`src/rtl/seq_det_pkg.sv`:
```
// Shared types and width helpers for the programmable lamp sequence detector.
package seq_det_pkg;

    // Per-cycle view of the lamp bus: nothing lit, exactly one lit, or several lit.
    typedef enum logic [1:0] {
        LampIdle,
        LampEvent,
        LampMulti
    } lamp_class_e;

    function automatic int unsigned idx_width(input int unsigned n_lamps);
        return (n_lamps > 1) ? $clog2(n_lamps) : 1;
    endfunction

    function automatic int unsigned pos_width(input int unsigned max_len);
        return $clog2(max_len + 1);
    endfunction

    // Power-up sequence is lamp0 -> lamp1 -> lamp2 (wrapping on narrow builds).
    function automatic int unsigned default_len(input int unsigned max_len);
        return (max_len < 3) ? max_len : 3;
    endfunction

    function automatic int unsigned default_idx(input int unsigned i, input int unsigned n_lamps);
        return i % n_lamps;
    endfunction

endpackage

```
`src/rtl/seq_det_alarm_stretch.sv`:
```
// Stretches a single-cycle detect pulse into an ALARM_HOLD-cycle alarm and keeps a
// saturating count of detections.
module seq_det_alarm_stretch #(
    parameter int unsigned ALARM_HOLD = 1,
    parameter int unsigned CNT_W      = 8
) (
    input  logic             clk,
    input  logic             reset,
    input  logic             detect,
    output logic             alarm,
    output logic [CNT_W-1:0] det_cnt
);

    localparam int unsigned HOLD_W = $clog2(ALARM_HOLD + 1);

    logic [HOLD_W-1:0] hold_q;
    logic [CNT_W-1:0]  cnt_q;

    always_ff @(posedge clk) begin
        if (reset) begin
            hold_q <= '0;
            cnt_q  <= '0;
        end else if (detect) begin
            // A detection inside an active hold restarts the full hold window.
            hold_q <= HOLD_W'(ALARM_HOLD);
            if (cnt_q != '1) begin
                cnt_q <= cnt_q + CNT_W'(1);
            end
        end else if (hold_q != '0) begin
            hold_q <= hold_q - HOLD_W'(1);
        end
    end

    assign alarm   = (hold_q != '0);
    assign det_cnt = cnt_q;

endmodule

```
`src/rtl/seq_detector_param.sv`:
```
// Programmable lamp sequence detector with idle-tolerant matching and stretched alarm.
// Define SEQ_DET_TIMEOUT_EN to abandon progress after TIMEOUT consecutive idle cycles.
module seq_detector_param
    import seq_det_pkg::*;
#(
    parameter int unsigned N_LAMPS    = 3,
    parameter int unsigned MAX_LEN    = 4,
    parameter int unsigned ALARM_HOLD = 1,
    parameter int unsigned CNT_W      = 8,
    parameter int unsigned TIMEOUT    = 15,
    localparam int unsigned IDX_W     = idx_width(N_LAMPS),
    localparam int unsigned POS_W     = pos_width(MAX_LEN)
) (
    input  logic                     clk,
    input  logic                     reset,
    input  logic [N_LAMPS-1:0]       lamp,
    input  logic                     cfg_we,
    input  logic [MAX_LEN*IDX_W-1:0] cfg_seq,
    input  logic [POS_W-1:0]         cfg_len,
    output logic [POS_W-1:0]         pos,
    output logic                     alarm,
    output logic [CNT_W-1:0]         det_cnt,
    output logic                     cfg_err
);

    logic [IDX_W-1:0] seq_q [MAX_LEN];
    logic [POS_W-1:0] len_q;
    logic [POS_W-1:0] pos_q;
    logic [POS_W-1:0] pos_d;
    logic             cfg_err_q;

    lamp_class_e      lamp_cls;
    logic [IDX_W-1:0] lamp_idx;
    int unsigned      ones;
    logic [IDX_W-1:0] cur_idx;
    logic [IDX_W-1:0] cfg_elem [MAX_LEN];
    logic             cfg_ok;
    logic             detect;
    logic             timeout_hit;

    always_comb begin
        ones     = 0;
        lamp_idx = '0;
        for (int i = 0; i < N_LAMPS; i++) begin
            if (lamp[i]) begin
                ones     = ones + 1;
                lamp_idx = IDX_W'(i);
            end
        end
        if (ones == 0) begin
            lamp_cls = LampIdle;
        end else if (ones == 1) begin
            lamp_cls = LampEvent;
        end else begin
            lamp_cls = LampMulti;
        end
    end

    always_comb begin
        cur_idx = seq_q[0];
        for (int i = 0; i < MAX_LEN; i++) begin
            if (pos_q == POS_W'(i)) begin
                cur_idx = seq_q[i];
            end
        end
    end

    // Only elements inside the requested length are range-checked.
    always_comb begin
        cfg_ok = (cfg_len >= POS_W'(2)) && (cfg_len <= POS_W'(MAX_LEN));
        for (int i = 0; i < MAX_LEN; i++) begin
            cfg_elem[i] = cfg_seq[i*IDX_W +: IDX_W];
            if ((POS_W'(i) < cfg_len) && (32'(cfg_elem[i]) >= N_LAMPS)) begin
                cfg_ok = 1'b0;
            end
        end
    end

`ifdef SEQ_DET_TIMEOUT_EN
    localparam int unsigned TO_W = $clog2(TIMEOUT + 1);

    logic [TO_W-1:0] idle_q;
    logic [TO_W-1:0] idle_d;

    always_comb begin
        idle_d      = '0;
        timeout_hit = 1'b0;
        if (!cfg_we && (lamp_cls == LampIdle) && (pos_q != '0)) begin
            if (idle_q == TO_W'(TIMEOUT - 1)) begin
                timeout_hit = 1'b1;
            end else begin
                idle_d = idle_q + TO_W'(1);
            end
        end
    end

    always_ff @(posedge clk) begin
        if (reset) begin
            idle_q <= '0;
        end else begin
            idle_q <= idle_d;
        end
    end
`else
    logic unused_timeout;
    assign unused_timeout = ^TIMEOUT;
    assign timeout_hit    = 1'b0;
`endif

    // Mismatch only falls back to the first element; deeper overlaps are not tracked.
    always_comb begin
        pos_d  = pos_q;
        detect = 1'b0;
        case (lamp_cls)
            LampIdle: begin
                if (timeout_hit) begin
                    pos_d = '0;
                end
            end
            LampEvent: begin
                if (lamp_idx == cur_idx) begin
                    if (pos_q == len_q - POS_W'(1)) begin
                        detect = 1'b1;
                        pos_d  = '0;
                    end else begin
                        pos_d = pos_q + POS_W'(1);
                    end
                end else if (lamp_idx == seq_q[0]) begin
                    pos_d = POS_W'(1);
                end else begin
                    pos_d = '0;
                end
            end
            default: pos_d = '0;
        endcase
        if (cfg_we) begin
            detect = 1'b0;
            pos_d  = '0;
        end
    end

    always_ff @(posedge clk) begin
        if (reset) begin
            for (int i = 0; i < MAX_LEN; i++) begin
                seq_q[i] <= IDX_W'(default_idx(i, N_LAMPS));
            end
            len_q     <= POS_W'(default_len(MAX_LEN));
            pos_q     <= '0;
            cfg_err_q <= 1'b0;
        end else begin
            pos_q <= pos_d;
            if (cfg_we) begin
                cfg_err_q <= !cfg_ok;
                if (cfg_ok) begin
                    seq_q <= cfg_elem;
                    len_q <= cfg_len;
                end
            end
        end
    end

    seq_det_alarm_stretch #(
        .ALARM_HOLD (ALARM_HOLD),
        .CNT_W      (CNT_W)
    ) u_stretch (
        .clk     (clk),
        .reset   (reset),
        .detect  (detect),
        .alarm   (alarm),
        .det_cnt (det_cnt)
    );

    assign pos     = pos_q;
    assign cfg_err = cfg_err_q;

endmodule

```
`config.mk`:
```
export PLATFORM = sky130hd
export DESIGN_NAME = seq_detector_param
export DESIGN_NICKNAME = d
export VERILOG_FILES = /design/src/rtl/seq_det_pkg.sv /design/src/rtl/seq_det_alarm_stretch.sv /design/src/rtl/seq_detector_param.sv
export SDC_FILE = /design/constraint.sdc
export NUM_CORES = 1
export LEC_CHECK = 0
export BUFFER_PORTS_ARGS = -buffer_cell sky130_fd_sc_hd__buf_4
export CAP_MARGIN = 10
export CORE_MARGIN = 8
export CORE_UTILIZATION = 55
export DETAILED_ROUTE_END_ITERATION = 8
export PLACE_DENSITY = 0.8
export SLEW_MARGIN = 25
export SYNTH_ARGS = -nofsm -noshare
export SYNTH_HDL_FRONTEND = slang
export SYNTH_SLANG_ARGS = --single-unit
```
`constraint.sdc`:
```
create_clock -name clk -period 4.3 [get_ports clk]
set_clock_uncertainty 0.1 [all_clocks]
set_input_delay 0.86 -clock clk [delete_from_list [all_inputs] [get_ports clk]]
set_output_delay 0.86 -clock clk [all_outputs]
set_load 0.01 [all_outputs]
```
==> out/qor.txt, run 1 <==
met2 wire len -> 1820 um
Initial Util -> 0.562
hold_sp -> cfg_err
PwrDens -> 229 nW/um2
DRT Pass-1 Iters -> 4
Hold Path Cell Cnt -> 2
R2R depth -> 8
dominant cell type by area after synthesis -> dfxtp_1
synth warn -> 0
CP Capture Type -> register
Inserted Diodes -> 0
setup TNS -> 0 ns
met3 WL -> 169 um
Num Clock Sinks -> 24
core area -> 2660 um2
Via Count -> 1338
Final min period -> 3.13 ns
Post-CTS Setup Repair Bufs -> 0
P_sw -> 0.000107 W
Routed Antenna Nets -> 0
CTS Root Buffer Type -> clkbuf_4
Unique masters post-synth -> 47
worst slew pin tran -> 1.00 ns
syn_nets -> 194
Post-Syn Area per Cell -> 8.91 um2
synthesized area -> 1500 um2
Top Metal Used -> met4
ys flop type -> dfxtp_1
Worst Setup SP -> pos[0]
final cycle utilization of the critical path -> 0.728
synthesized instance count -> 168
worst slack at placement -> 0.836 ns
io pins -> 30
Worst Path Max Fanout -> 12
part of the power in combinational logic -> 0.171
routed wire length -> 3540 um
Max Cap Viol -> 0
CTS tree -> done
largest net degree at the start of global routing -> 19
EDFF count, synth -> 0
IR drop worst, VDD -> 0.201 mV
reg2reg start -> pos[0]
Max stage delay cell, worst path -> a32oi_1
cell family with most CP delay -> compound AO/OA/AOI/OAI gates
synth top area cells -> dfxtp_1 32%, ha_1 6.7%, mux2i_1 5.4%
Setup Viol. Count Final -> 0
DRC errors left -> 0
wl on met1 -> 1510 um
DP HPWL -> 2790 um
Yosys top cell area share -> 0.321
P_int -> 0.000291 W
Total GRT Usage -> 0.162
crit path kind -> register to register
capturing point of the worst reg2reg path -> u_stretch.det_cnt[0]
R2R Setup Slk -> 1.17 ns
Clk pwr share -> 0.248
Post-DP Area -> 1710 um2
grt total ovfl -> 0
Hold Crit Endpoint -> cfg_err
crit start category -> register
CP Data Required Time -> 4.42 ns
count leader, synth -> dfxtp_1
most frequent cells after synthesis -> 24 x dfxtp_1, 16 x nor2_1, 12 x nand2_1
switching share of power -> 0.268
status -> completed
H-tree Lvls -> 1
Avg WL per Cell -> 15.8 um
worst-skew pair later-pin latency -> 0.31 ns
Cells after DPL -> 221
final setup margin -> 1.17 ns
Achievable Freq -> 0.319 GHz
Num CTS Buffers -> 3
first-pass GRT wire length -> 5930 um
asr flop ratio synth -> 0
Layout Cells excl Fill -> 224
Die Y -> 68.2 um
GP Congestion -> 0.912
Slew Limit Fails -> 0
final instance area -> 1740 um2
CP Cell Sequence -> ha_1 > ha_1 > nor2b_1 > a22o_1 > o221a_2 > a32oi_1 > nor2_1 > mux2_2
WP buf/inv -> 0
CP max stage delay -> 0.74 ns
IO buf count -> 29
Final Hold Fails -> 0
CTS max path bufs -> 2
Die Span X -> 68.2 um
CTS resizes -> 0
Die ar. -> 4650 um2
vias in the first global route -> 1357
Yosys reg bits -> 24
Seq pwr share -> 0.581
Iter 0 DRT Violations -> 78
CP arrival -> 3.25 ns
Nets -> 221
post-synthesis sequential area ratio -> 0.321
vias per cell -> 5.97
most frequent CP cell -> ha_1
RSZ-0062 raised after global routing -> no
Worst Hold Class -> register to register
Worst-path clk slew -> 0.13 ns
FILL cells -> 228
share of cells above drive strength 1 -> 0.212
# rows -> 19
Leakage -> 0.704 nW
antenna violations before repair -> 0
max_slew headroom -> 0.314
Area Overhead vs Synth -> 16.1%
hold buffers post-CTS -> 0
[per-layer routing]
metal | global-route usage | vias up
li1 | - | 671
met1 | 0.187 | 630
met3 | 0.0360 | 4
met2 | 0.288 | 33
met4 | 0.0563 | 0
met5 | 0 | -
[placed cells by master, fill, tap and decap left out, types with 4 or more instances in the layout]
cell type  synthesis  final
nand4_1            4      4
buf_4              1     29
o31ai_1            5      5
ha_1               8      8
inv_1             10     10
a21oi_1            6      6
nor2_1            16     16
nand3_1            4      4
mux2i_1            8      8
nor3_1             5      5
nand2_1           12     12
nor2b_1            7      7
dfxtp_1           24     24
nand2b_1           5      5
[logic make-up after synthesis]
kind of cell	after synthesis	synth area share
xor gates and xnor gates	3	0.0276
muxes	11	0.0761
and+or+nand+nor	71	0.268
DFF	24	0.321
buffers and inverters	17	0.0510
AOI/OAI and AO/OA	33	0.176
adders and majority gates	9	0.0803
[area by class of cell]
cell class / instances / area (um2) / area share
inverter: 10 / 37.5 / 0.0216
multi-input combinational: 127 / 940 / 0.541
clock buffer: 3 / 22.5 / 0.0130
tap: 31 / 38.8 / 0.0223
timing repair buffer: 29 / 218 / 0.125
sequential: 24 / 480 / 0.277
[worst min-delay path: stages (launching register included)]
cell and delay, ns:
dfxtp_1 0.33, nor2_1 0.10, nor3_1 0.05
[power groups by stage]
stage	clock [W]	combinational (W)	sequential, W
after global placement	0	0.0000641	0.000236
after detailed placement	0	0.0000681	0.000236
after CTS	0.000104	0.0000684	0.000232
after global routing	0.000112	0.0000756	0.000232
after floorplan	0	0.0000426	0.000236
final	0.0000988	0.0000680	0.000231
[registers in the layout (all words and copies together) (netlist names)]
| signal | flops |
|---|---|
| len_q | 3 |
| seq_q | 8 |
| u_stretch.det_cnt | 8 |
| cfg_err | 1 |
| u_stretch.alarm | 1 |
| pos | 3 |
[through the flow]
step | util | hold slack [ns] | total power [W]
after global routing | 0.652 | 0.435 | 0.000420
final | 0.652 | 0.406 | 0.000398
after global placement | 0.644 | 0.365 | 0.000300
after floorplan | - | 0.333 | 0.000279
after detailed placement | 0.644 | 0.373 | 0.000305
after CTS | 0.652 | 0.405 | 0.000404
[worst max-delay path by stage]
stage | to | slack (ns) | cells after the start
5_1_grt | u_stretch.det_cnt[0] | 0.97 | 8
2_1_floorplan | u_stretch.det_cnt[3] | 1.27 | 8
3_3_place_gp | u_stretch.det_cnt[6] | 0.99 | 8
6_report | u_stretch.det_cnt[0] | 1.17 | 8
3_5_place_dp | u_stretch.det_cnt[6] | 0.84 | 9
4_1_cts | u_stretch.det_cnt[6] | 1.18 | 8
Note: power is estimated with default switching activity, not from simulation.
==> run 2: changes to the inputs <==
- CORE_UTILIZATION: 55 -> 54
- PLACE_DENSITY: 0.8 -> 0.79
- clock period: 4.3 -> 3.3 ns (I/O delays scaled with it)
==> run 2 against run 1 <==
Effect of this change: die area rose by 1.4%; non-clock buffer count grew 1; maximum frequency increased by 2.3%; sequential share of layout area down 0.12 points; sequential power increased by 31%; clock-buffer cell count is the same; worst setup slack got worse by 0.93 ns; largest power group unchanged.
==> out/qor.txt, run 2 (synthesized netlist as in run 1, its figures left out) <==
hold buffers post-CTS -> 0
routed wire length -> 3470 um
CP max stage delay -> 0.58 ns
Via Count -> 1321
first-pass GRT wire length -> 5840 um
DP HPWL -> 2680 um
PwrDens -> 296 nW/um2
Post-CTS Setup Repair Bufs -> 0
CP Capture Type -> register
WP buf/inv -> 0
antenna violations before repair -> 0
Sequential cell area -> 480 um2
CP Data Required Time -> 3.41 ns
Total GRT Usage -> 0.157
Die ar. -> 4710 um2
worst-skew pair later-pin latency -> 0.30 ns
most frequent CP cell -> ha_1
CTS tree -> done
# rows -> 19
Iter 0 DRT Violations -> 69
H-tree Lvls -> 1
vias in the first global route -> 1342
Slew Limit Fails -> 0
Die Span X -> 68.6 um
CTS max path bufs -> 2
Num CTS Buffers -> 3
most frequent cells in the layout -> 30 x buf_4, 24 x dfxtp_1, 16 x nor2_1
Max Cap Viol -> 0
Initial Util -> 0.557
CP arrival -> 3.17 ns
most common cell after layout, fill and taps aside -> buf_4
crit start category -> register
vias per cell -> 5.87
max_slew headroom -> 0.454
worst slew pin tran -> 0.820 ns
CTS Root Buffer Type -> clkbuf_4
share of cells above drive strength 1 -> 0.216
Leakage -> 0.709 nW
DRT Pass-1 Iters -> 4
Avg WL per Cell -> 15.4 um
Worst Hold Class -> register to register
status -> completed
Max stage delay cell, worst path -> or4b_1
GP Congestion -> 0.867
Achievable Freq -> 0.327 GHz
IO buf count -> 29
Worst-path clk slew -> 0.12 ns
Die Y -> 68.6 um
RSZ-0062 raised after global routing -> no
cell family with most CP delay -> simple AND/OR/NAND/NOR gates
Inserted Diodes -> 0
multi-input logic area -> 940 um2
final cycle utilization of the critical path -> 0.927
setup TNS -> 0 ns
grt total ovfl -> 0
Area Overhead vs Synth -> 16.6%
largest net degree at the start of global routing -> 19
DRC errors left -> 0
io pins -> 30
Worst Path Max Fanout -> 12
IR drop worst, VDD -> 0.239 mV
crit path kind -> register to register
CTS resizes -> 0
Post-DP Area -> 1720 um2
final instance area -> 1740 um2
core area -> 2690 um2
Final min period -> 3.06 ns
CP Cell Sequence -> ha_1 > ha_1 > nor3b_1 > a221o_1 > nor4b_2 > a32oi_1 > or4b_1 > and3_1
Final Hold Fails -> 0
Setup Viol. Count Final -> 0
Num Clock Sinks -> 24
Nets -> 222
Routed Antenna Nets -> 0
FILL cells -> 238
[run 2: area by class of cell]
class	instances	share of cell area
timing repair buffer	30	0.129
sequential	24	0.275
inverter	10	0.0215
multi-input combinational	127	0.539
clock buffer	3	0.0129
tap	31	0.0222
[run 2: worst paths after layout]
check / from / endpoint / slack [ns] / cells after the start
max reg2reg: pos[0] / u_stretch.det_cnt[6] / 0.24 / 8
max: pos[0] / u_stretch.det_cnt[6] / 0.24 / 8
min: seq_q[3] / seq_q[3] / 0.41 / 2
min reg2reg: seq_q[3] / seq_q[3] / 0.41 / 2
[run 2: stage by stage]
step	utilization	hold WS [ns]	instances	setup WS, ns	power, W
5_1_grt	0.649	0.441	225	0.0319	0.000543
3_3_place_gp	0.641	0.361	222	0.157	0.000393
4_1_cts	0.649	0.412	225	0.263	0.000518
6_report	0.649	0.410	225	0.240	0.000516
2_1_floorplan	-	0.333	168	0.472	0.000363
3_5_place_dp	0.641	0.374	222	0.106	0.000397
[run 2: tightest hold or removal path, stage by stage (launching register included)]
cell and delay [ns]:
dfxtp_1 0.35, o22ai_1 0.07, nand2_1 0.07
[run 2: metal layers]
metal | global-route usage | part of all wire | vias to the layer above
li1 | - | - | 668
met1 | 0.190 | 0.46 | 627
met2 | 0.279 | 0.49 | 24
met3 | 0.0275 | 0.044 | 2
met4 | 0.0435 | 0.0049 | 0
met5 | 0 | 0 | -
[run 2: where the power goes]
group          internal, W  switching, W  total (W)  leakage, nW
Sequential        0.000296    0.00000539   0.000302        0.194
Clock            0.0000425     0.0000821   0.000125       0.0138
Combinational    0.0000414     0.0000482  0.0000895        0.501
==> run 3: changes to the inputs <==
- CORE_UTILIZATION: 54 -> 49
- MAX_ROUTING_LAYER: not set -> met4
- PLACE_DENSITY: 0.79 -> 0.75
- clock period: 3.3 -> 2.5 ns (I/O delays scaled with it)
==> run 3 against run 2 <==
Effect of this change: die area rose by 7.8%; hold slack got worse by 0.10 ns; first-iteration DRC count rose by 54%; largest power group unchanged; clock-buffer cell count did not move; power rose by 40%; sequential cell count did not move; clock power rose by 41%; worst setup slack got worse by 0.21 ns; non-clock buffer count rose by 18.
==> out/qor.txt, run 3 (synthesized netlist as in run 1, its figures left out) <==
Worst Hold Class -> input pin to register
Max stage delay cell, worst path -> or4b_1
CP Cell Sequence -> ha_4 > ha_4 > and3b_1 > a221o_1 > nor4b_4 > a32oi_4 > or4b_1 > and3_1
routed wire length -> 4170 um
Post-DP Area -> 1860 um2
Num CTS Buffers -> 3
worst-skew pair later-pin latency -> 0.32 ns
P_int -> 0.000516 W
DRC errors left -> 0
vias in the first global route -> 1493
Die ar. -> 5080 um2
most frequent cells in the layout -> 45 x buf_4, 22 x dfxtp_1, 14 x nor2_1
Worst Path Max Fanout -> 5
Clk pwr share -> 0.244
switching share of power -> 0.283
DRT Pass-1 Iters -> 4
R2R Setup Slk -> 0.03 ns
PwrDens -> 348 nW/um2
IO buf count -> 29
CP max stage delay -> 0.48 ns
Initial Util -> 0.503
CP Capture Type -> register
multi-input logic area -> 1110 um2
first-pass GRT wire length -> 6910 um
cell family with most CP delay -> simple AND/OR/NAND/NOR gates
RSZ-0062 raised after global routing -> yes
final cycle utilization of the critical path -> 0.987
CTS max path bufs -> 2
crit start category -> register
Inserted Diodes -> 0
Slew Limit Fails -> 0
Achievable Freq -> 0.405 GHz
post-layout util -> 0.695
most common cell after layout, fill and taps aside -> buf_4
crit path kind -> register to register
IR drop worst, VDD -> 0.235 mV
largest net degree at the start of global routing -> 19
power after layout -> 0.000721 W
Num Clock Sinks -> 24
R2R depth -> 8
grt peak-use layer -> met2
FILL cells -> 234
WP buf/inv -> 0
Via Count -> 1423
worst hold slack -> 0.306 ns
CP arrival -> 2.59 ns
grt total ovfl -> 0
met2 Use GR -> 0.301
Setup Viol. Count Final -> 0
setup TNS -> 0 ns
Final min period -> 2.47 ns
io pins -> 30
Hold Crit Endpoint -> seq_q[4]
final instance area -> 2070 um2
Die Span X -> 71.3 um
hold buffers post-CTS -> 0
hold_sp -> cfg_seq[2]
GP Congestion -> 0.819
DP HPWL -> 3020 um
Avg WL per Cell -> 17.0 um
met1 Track Usage GR -> 0.187
core area -> 2980 um2
capturing point of the worst reg2reg path -> u_stretch.det_cnt[6]
P_sw -> 0.000204 W
antenna violations before repair -> 0
most frequent CP cell -> ha_4
Sequential cell area -> 488 um2
Area Overhead vs Synth -> 38.4%
Total GRT Usage -> 0.170
Final Hold Fails -> 0
reg2reg start -> pos[0]
H-tree Lvls -> 1
met3 Track Usage GR -> 0.0265
vias per cell -> 5.81
Seq pwr share -> 0.550
Leakage -> 0.848 nW
status -> completed
part of the power in combinational logic -> 0.206
# rows -> 20
Iter 0 DRT Violations -> 106
CP Data Required Time -> 2.63 ns
Die Y -> 71.3 um
Hold Path Cell Cnt -> 3
Max Cap Viol -> 0
share of cells above drive strength 1 -> 0.396
Nets -> 240
worst slew pin tran -> 0.590 ns
CTS tree -> done
max_slew headroom -> 0.607
CTS Root Buffer Type -> clkbuf_4
Worst-path clk slew -> 0.13 ns
Routed Antenna Nets -> 0
## run 3: cell count changes in the layout (fill, tap and decap cells not counted), moves of 3 or more
cell     delta
buf_4      +15
or4_4       +3
ha_1        -4
a21oi_2     +3
ha_4        +4
a21oi_1     -3
or4_1       -3
## run 3: repair_timing
item	in CTS	in global routing
buffers inserted	1	0
hold endpoints to repair	0	0
gates resized for setup	21	14
cloned	1	0
setup endpoints to repair	8	8
pin swaps	8	5
## run 3: worst reg2reg max path: stages (launching register included)
cell and delay (ns):
dfxtp_4 0.39, ha_4 0.16, ha_4 0.16, and3b_1 0.17
a221o_1 0.29, nor4b_4 0.33, a32oi_4 0.11, or4b_1 0.48
and3_1 0.19
## run 3: metal layers
layer  up-vias  part of all wire
met2        35              0.55
met5         -                 0
met1       677              0.40
li1        704                 -
met4         0             0.015
met3         7             0.030
## run 3: worst max-delay path by stage
stage / from / end / slack, ns / cells past startpoint
after floorplan: lamp[2] / u_stretch.det_cnt[0] / 0.008 / 8
after global placement: lamp[2] / u_stretch.det_cnt[4] / -0.15 / 9
after detailed placement: lamp[2] / u_stretch.det_cnt[4] / -0.26 / 9
after CTS: pos[0] / u_stretch.det_cnt[4] / -0.03 / 9
after global routing: pos[0] / u_stretch.det_cnt[3] / -0.04 / 9
final: pos[0] / u_stretch.det_cnt[6] / 0.03 / 8
## run 3: final cells by class
type / instances / share of cell area
multi-input combinational: 127 / 0.538
sequential: 24 / 0.236
inverter: 10 / 0.0193
tap: 33 / 0.0199
timing repair buffer: 48 / 0.176
clock buffer: 3 / 0.0109
## run 3: power groups by stage
stage                     sequential [W]  combinational (W)  clock (W)
after floorplan                 0.000406          0.0000774          0
after global placement          0.000406           0.000128          0
after detailed placement        0.000406           0.000133          0
after CTS                       0.000397           0.000141   0.000174
after global routing            0.000397           0.000161   0.000190
final                           0.000396           0.000149   0.000176
## run 3: stage by stage
step	worst slack (ns)	std cells
final	0.0330	245
after global routing	-0.0365	245
after CTS	-0.0344	245
after detailed placement	-0.264	240
after global placement	-0.151	240
after floorplan	0.00826	168
